$ cat config.mk
export PLATFORM = sky130hd
export DESIGN_NAME = clint_smp
export DESIGN_NICKNAME = d
export VERILOG_FILES = /design/src/rtl/clint_smp.sv
export SDC_FILE = /design/constraint.sdc
export NUM_CORES = 1
export LEC_CHECK = 0
export CELL_PAD_IN_SITES_DETAIL_PLACEMENT = 0
export CELL_PAD_IN_SITES_GLOBAL_PLACEMENT = 1
export CORE_AREA = 2 2 167 169
export DETAILED_ROUTE_END_ITERATION = 10
export DIE_AREA = 0 0 169 171
export PLACE_DENSITY_LB_ADDON = 0.15
export SYNTH_ARGS = -nofsm -noshare
export SYNTH_HDL_FRONTEND = slang
export SYNTH_SLANG_ARGS = --single-unit
$ cat constraint.sdc
create_clock -name CLK -period 3.65 [get_ports CLK]
set_input_delay 0.9125 -clock CLK [delete_from_list [all_inputs] [get_ports CLK]]
set_output_delay 0.9125 -clock CLK [all_outputs]
set_load 0.005 [all_outputs]
$ cat src/rtl/clint_smp.sv
// rtl/clint_smp.sv - core-local interruptor: mtime, per-hart mtimecmp/msip, 32-bit register slave
module clint_smp #(
    parameter int N_HARTS  = 1,
    parameter int TICK_DIV = 100
) (
    input  logic               CLK,
    input  logic               RST_X,
    input  logic               w_req,
    input  logic               w_we,
    input  logic [15:0]        w_addr,
    input  logic [31:0]        w_wdata,
    output logic [31:0]        r_rdata,
    output logic               r_ack,
    output logic               w_busy,
    output logic [63:0]        w_mtime,
    output logic [N_HARTS-1:0] w_mtip,
    output logic [N_HARTS-1:0] w_msip
);

    localparam int DIV_W = (TICK_DIV > 1) ? $clog2(TICK_DIV) : 1;
    localparam logic [DIV_W-1:0] DIV_MAX = DIV_W'(TICK_DIV - 1);

    typedef enum logic [1:0] {IDLE, ACCESS, RESP} state_e;

    state_e             state_q, state_d;
    logic [13:0]        waddr_q, waddr_d;
    logic               we_q, we_d;
    logic [31:0]        wdata_q, wdata_d;
    logic [31:0]        rdata_q, rdata_d;
    logic               ack_q, ack_d;
    logic               busy_q, busy_d;
    logic [DIV_W-1:0]   div_q, div_d;
    logic [63:0]        mtime_q, mtime_d;
    logic [63:0]        cmp_q [N_HARTS];
    logic [63:0]        cmp_d [N_HARTS];
    logic [N_HARTS-1:0] msip_q, msip_d;
    logic [N_HARTS-1:0] mtip_q, mtip_d;

    logic        tick;
    logic [13:0] cmp_off;
    logic [31:0] msip_idx, cmp_idx;
    logic        is_msip, is_cmp, is_mtime;
    logic        unused_addr_bits;

    assign unused_addr_bits = ^w_addr[1:0];

    // Decode works on the latched word address; the byte lanes are never used.
    assign tick     = (div_q == DIV_MAX);
    assign cmp_off  = waddr_q - 14'h1000;
    assign msip_idx = 32'(waddr_q[11:0]);
    assign cmp_idx  = 32'(cmp_off[13:1]);
    assign is_msip  = (waddr_q[13:12] == 2'b00) && (msip_idx < N_HARTS);
    assign is_cmp   = (waddr_q >= 14'h1000) && (waddr_q < 14'h2FFE) && (cmp_idx < N_HARTS);
    assign is_mtime = (waddr_q[13:1] == 13'h17FF);

    always_comb begin
        state_d = state_q;
        waddr_d = waddr_q;
        we_d    = we_q;
        wdata_d = wdata_q;
        rdata_d = rdata_q;
        ack_d   = 1'b0;
        busy_d  = busy_q;
        msip_d  = msip_q;
        cmp_d   = cmp_q;
        div_d   = tick ? '0 : div_q + DIV_W'(1);
        mtime_d = tick ? mtime_q + 64'd1 : mtime_q;
        for (int h = 0; h < N_HARTS; h++) begin
            mtip_d[h] = (mtime_q >= cmp_q[h]);
        end

        case (state_q)
            IDLE: begin
                if (w_req) begin
                    state_d = ACCESS;
                    waddr_d = w_addr[15:2];
                    we_d    = w_we;
                    wdata_d = w_wdata;
                    busy_d  = 1'b1;
                end
            end
            ACCESS: begin
                state_d = RESP;
                ack_d   = 1'b1;
                rdata_d = '0;
                if (we_q) begin
                    // A software write to mtime overrides a coincident tick.
                    if (is_mtime) begin
                        mtime_d = waddr_q[0] ? {wdata_q, mtime_q[31:0]} : {mtime_q[63:32], wdata_q};
                    end
                    for (int h = 0; h < N_HARTS; h++) begin
                        if (is_msip && msip_idx == h) begin
                            msip_d[h] = wdata_q[0];
                        end
                        if (is_cmp && cmp_idx == h) begin
                            cmp_d[h] = cmp_off[0] ? {wdata_q, cmp_q[h][31:0]} : {cmp_q[h][63:32], wdata_q};
                        end
                    end
                end else begin
                    if (is_mtime) begin
                        rdata_d = waddr_q[0] ? mtime_q[63:32] : mtime_q[31:0];
                    end
                    for (int h = 0; h < N_HARTS; h++) begin
                        if (is_msip && msip_idx == h) begin
                            rdata_d = {31'b0, msip_q[h]};
                        end
                        if (is_cmp && cmp_idx == h) begin
                            rdata_d = cmp_off[0] ? cmp_q[h][63:32] : cmp_q[h][31:0];
                        end
                    end
                end
            end
            RESP: begin
                state_d = IDLE;
                busy_d  = 1'b0;
            end
            default: state_d = IDLE;
        endcase
    end

    always_ff @(posedge CLK or negedge RST_X) begin
        if (!RST_X) begin
            state_q <= IDLE;
            waddr_q <= '0;
            we_q    <= 1'b0;
            wdata_q <= '0;
            rdata_q <= '0;
            ack_q   <= 1'b0;
            busy_q  <= 1'b0;
            div_q   <= '0;
            mtime_q <= '0;
            msip_q  <= '0;
            mtip_q  <= '0;
            for (int h = 0; h < N_HARTS; h++) begin
                cmp_q[h] <= '1;
            end
        end else begin
            state_q <= state_d;
            waddr_q <= waddr_d;
            we_q    <= we_d;
            wdata_q <= wdata_d;
            rdata_q <= rdata_d;
            ack_q   <= ack_d;
            busy_q  <= busy_d;
            div_q   <= div_d;
            mtime_q <= mtime_d;
            msip_q  <= msip_d;
            mtip_q  <= mtip_d;
            cmp_q   <= cmp_d;
        end
    end

    assign r_rdata = rdata_q;
    assign r_ack   = ack_q;
    assign w_busy  = busy_q;
    assign w_mtime = mtime_q;
    assign w_mtip  = mtip_q;
    assign w_msip  = msip_q;

endmodule

==> results by group <==
Clocking
  • Clk root buf: clkbuf_16
  • CTS sink count: 220
  • Post-CTS Resized: 0
  • Total CTS buffers: 27
  • Setup Buffers After CTS: 0
  • Clk_lat worst skew: 0.55 ns
  • CTS max path bufs: 3
  • CTS H-tree lvls: 1
  • Clock Pin Slew Worst Setup and Hold Paths: 0.06 ns
  • Hold buffer count at cts: 0
  • CTS tree: yes

Synthesis
  • Sequential share of the synthesized area: 45.4%
  • Most frequent cell after synthesis: dfrtp_1
  • Top cells by count, synth: dfrtp_1 (156), nand2_1 (128), o21ai_0 (105)
  • Area contributors post-synth: dfrtp_1 (32%), dfstp_2 (14%), ha_1 (7.1%)
  • Synth Instances: 1,279
  • Largest area contributor in the synthesized netlist: dfrtp_1
  • Yosys warning total: 0
  • Fraction of registers with async set/reset: 100%
  • Top FF cell, synth: dfrtp_1
  • Mean Syn Cell Area: 9.63 um^2
  • Synth top area share: 31.7%
  • Synthesized cell area: 12,300 um^2
  • EDFF count, synth: 0
  • Count of cell types in the netlist: 64
  • Yosys reg bits: 220
  • Syn nets: 1,401

Cells and area
  • Design area: 15,300 um^2
  • Layout fillers: 2,441
  • Non-filler instance count after layout: 1,791
  • Layout Nets: 1,546
  • Layout cells sized above 1: 15.4%
  • Final core utilization: 56.0%
  • Diode count: 0
  • Area growth syn-to-layout: 24.3%

STA
  • Worst Max-Slew Pin Slew: 0.930 ns
  • Setup_tns: 0 ns
  • Post-layout min period: 2.82 ns
  • Clock Skew: 0.0271 ns
  • Fmax: 355 MHz
  • Max-slew violation count: 0
  • Fin. Hold Viols: 0
  • # setup viols final: 0
  • RSZ-0062 raised after global routing: no
  • Worst hold slack: 0.410 ns
  • Slew headroom: 38.0%
  • Fin crit share: 77.2%

Power and ir drop
  • Net switching power: 0.00163 W
  • Leak pwr: 6.20 nW
  • Worst IR Drop VDD: 0.311 mV
  • Int Power: 0.00471 W
  • Power Density: 414 nW/um^2
  • Sw Share: 25.6%
  • Gate power share: 8.9%
  • Seq pwr share: 45.1%
  • Clk pwr share: 46.1%

Worst setup path
  • Worst EP arrival: 3.23 ns
  • Worst stage delay on the critical path: 0.62 ns
  • CP Cell Sequence: nand4_1, nor4_4, nand4_1, nor4_4, a21oi_1, a211o_1
  • CP delay by family, top: simple AND/OR/NAND/NOR gates
  • Req. time, crit path: 4.07 ns
  • Buf/Inv on CP: 0
  • Worst path slowest cell: nor4_4
  • CP startpoint kind: flop
  • Worst Path Class, Setup: flop to flop
  • CP max FO: 9
  • Critical path capture point type: flop

Floorplan
  • Row cnt: 61
  • Vert. Die Dim: 171 um
  • Io pins: 152
  • Initial Util: 45.1%
  • Full die area: 28,900 um^2
  • Core area: 27,300 um^2
  • Die Wd: 169 um

Route
  • Via/cell ratio: 5.92
  • Wl on met1: 17.3 mm
  • Final wirelength: 36.7 mm
  • Starting DRT DRC Count: 669
  • Post-route ant nets: 0
  • Highest metal used: met4
  • Met2 routed WL: 16.3 mm
  • Detail-routed net length per standard cell: 20.5 um
  • Met3 WL post-DR: 2.32 mm
  • Vias: 10,600
  • Post-route DRC: 0
  • Drt first pass iters: 5

Placed design
  • GPL Wtd Cong: 0.835
  • Area after DPL: 14,300 um^2
  • I/O Buffers: 149
  • Placed Cells: 1,741
  • DPL Wire Length: 25.7 mm

Job
  • Max Cap Viol: 0

Global route
  • Initial antenna violation count: 0
  • Global-route wire length before repair: 58.6 mm
  • Vias in the first global route: 10,300
  • Largest net degree at the start of global routing: 94
  • Gr ovfl total: 0
  • Total GRT Usage: 25.6%

Status
  • Status: completed

Min path
  • HP Class: primary input to asynchronous set/reset pin
## registers in the layout, summed over array words and instances, names as in the netlist
| name | flops |
|---|---|
| div_q | 7 |
| cmp_q | 64 |
| r_rdata | 32 |
| w_msip | 1 |
| wdata_q | 32 |
| we_q | 1 |
| state_q | 2 |
| w_busy | 1 |
| waddr_q | 14 |
| w_mtip | 1 |
| w_mtime | 64 |
| r_ack | 1 |
## worst paths after layout
path                                         start                 endpoint  slack, ns  cells after the start
max in group asynchronous                    RST_X    cmp_q[20]$_DFFE_PN1P_       2.36                      2
hold / removal                               RST_X   r_rdata[7]$_DFFE_PN0P_       0.41                      1
setup / recovery           w_mtime[10]$_DFFE_PN0P_  w_mtime[50]$_DFFE_PN0P_       0.83                      6
min in group CLK                div_q[0]$_DFF_PN0_       div_q[0]$_DFF_PN0_       0.47                      1
hold reg to reg                 div_q[0]$_DFF_PN0_       div_q[0]$_DFF_PN0_       0.47                      1
setup reg to reg           w_mtime[10]$_DFFE_PN0P_  w_mtime[50]$_DFFE_PN0P_       0.83                      6
## area by class of cell
type	count	area, um^2	area share (%)
multi-input combinational	902	6150	40.2
tap	346	433	2.83
inverter	88	330	2.16
clock inverter	14	214	1.40
clock buffer	36	759	4.96
sequential	220	5590	36.5
timing repair buffer	185	1830	12.0
## worst register-to-register path, cell delays in order, from the launching register on
cell and delay, ns:
dfrtp_1 0.54, nand4_1 0.25, nor4_4 0.62, nand4_1 0.43, nor4_4 0.45, a21oi_1 0.14
a211o_1 0.27
## layer usage
layer,track usage [%],vias up
met3,4.12,50
met4,6.17,0
met2,39.8,366
li1,-,4976
met1,37.7,5205
met5,0,-
## kinds of logic (layout without fill, tap and decap cells)
family	Yosys count	count (layout)	share of synthesized area [%]
compound gates	331	331	17.1
xor+xnor	5	5	0.356
flops	220	220	45.4
buf+inv	157	323	4.88
fa+ha+maj	70	70	7.11
simple gates	385	385	15.7
mux	111	111	9.49
## layout by cell type, fill, tap and decap left out, types with 15 or more instances in the layout
master / count
ha_1: 70
nand2_1: 128
nor2_1: 83
buf_4: 31
clkbuf_16: 27
clkdlybuf4s50_1: 148
o32ai_1: 15
a211oi_1: 23
dfstp_2: 64
o22ai_1: 38
nor3_1: 37
a22o_1: 31
mux2_2: 46
mux2i_1: 65
dfrtp_1: 155
inv_1: 87
nand4_1: 29
o21ai_0: 105
a21oi_1: 65
nand3_1: 37
## power groups by stage
stage	Combinational (W)	Clock [W]	Sequential, W
detailed placement	0.000570	0	0.00289
global route	0.000611	0.00310	0.00288
global placement	0.000559	0	0.00289
floorplan	0.000395	0	0.00275
CTS	0.000571	0.00299	0.00285
finish	0.000563	0.00292	0.00285
## through the flow
step	setup slack, ns	total power (W)
floorplan	1.25	0.00315
global placement	0.891	0.00345
detailed placement	0.858	0.00346
CTS	0.839	0.00641
global route	0.636	0.00659
finish	0.832	0.00634
No activity file was read; power rests on OpenSTA's default activity.
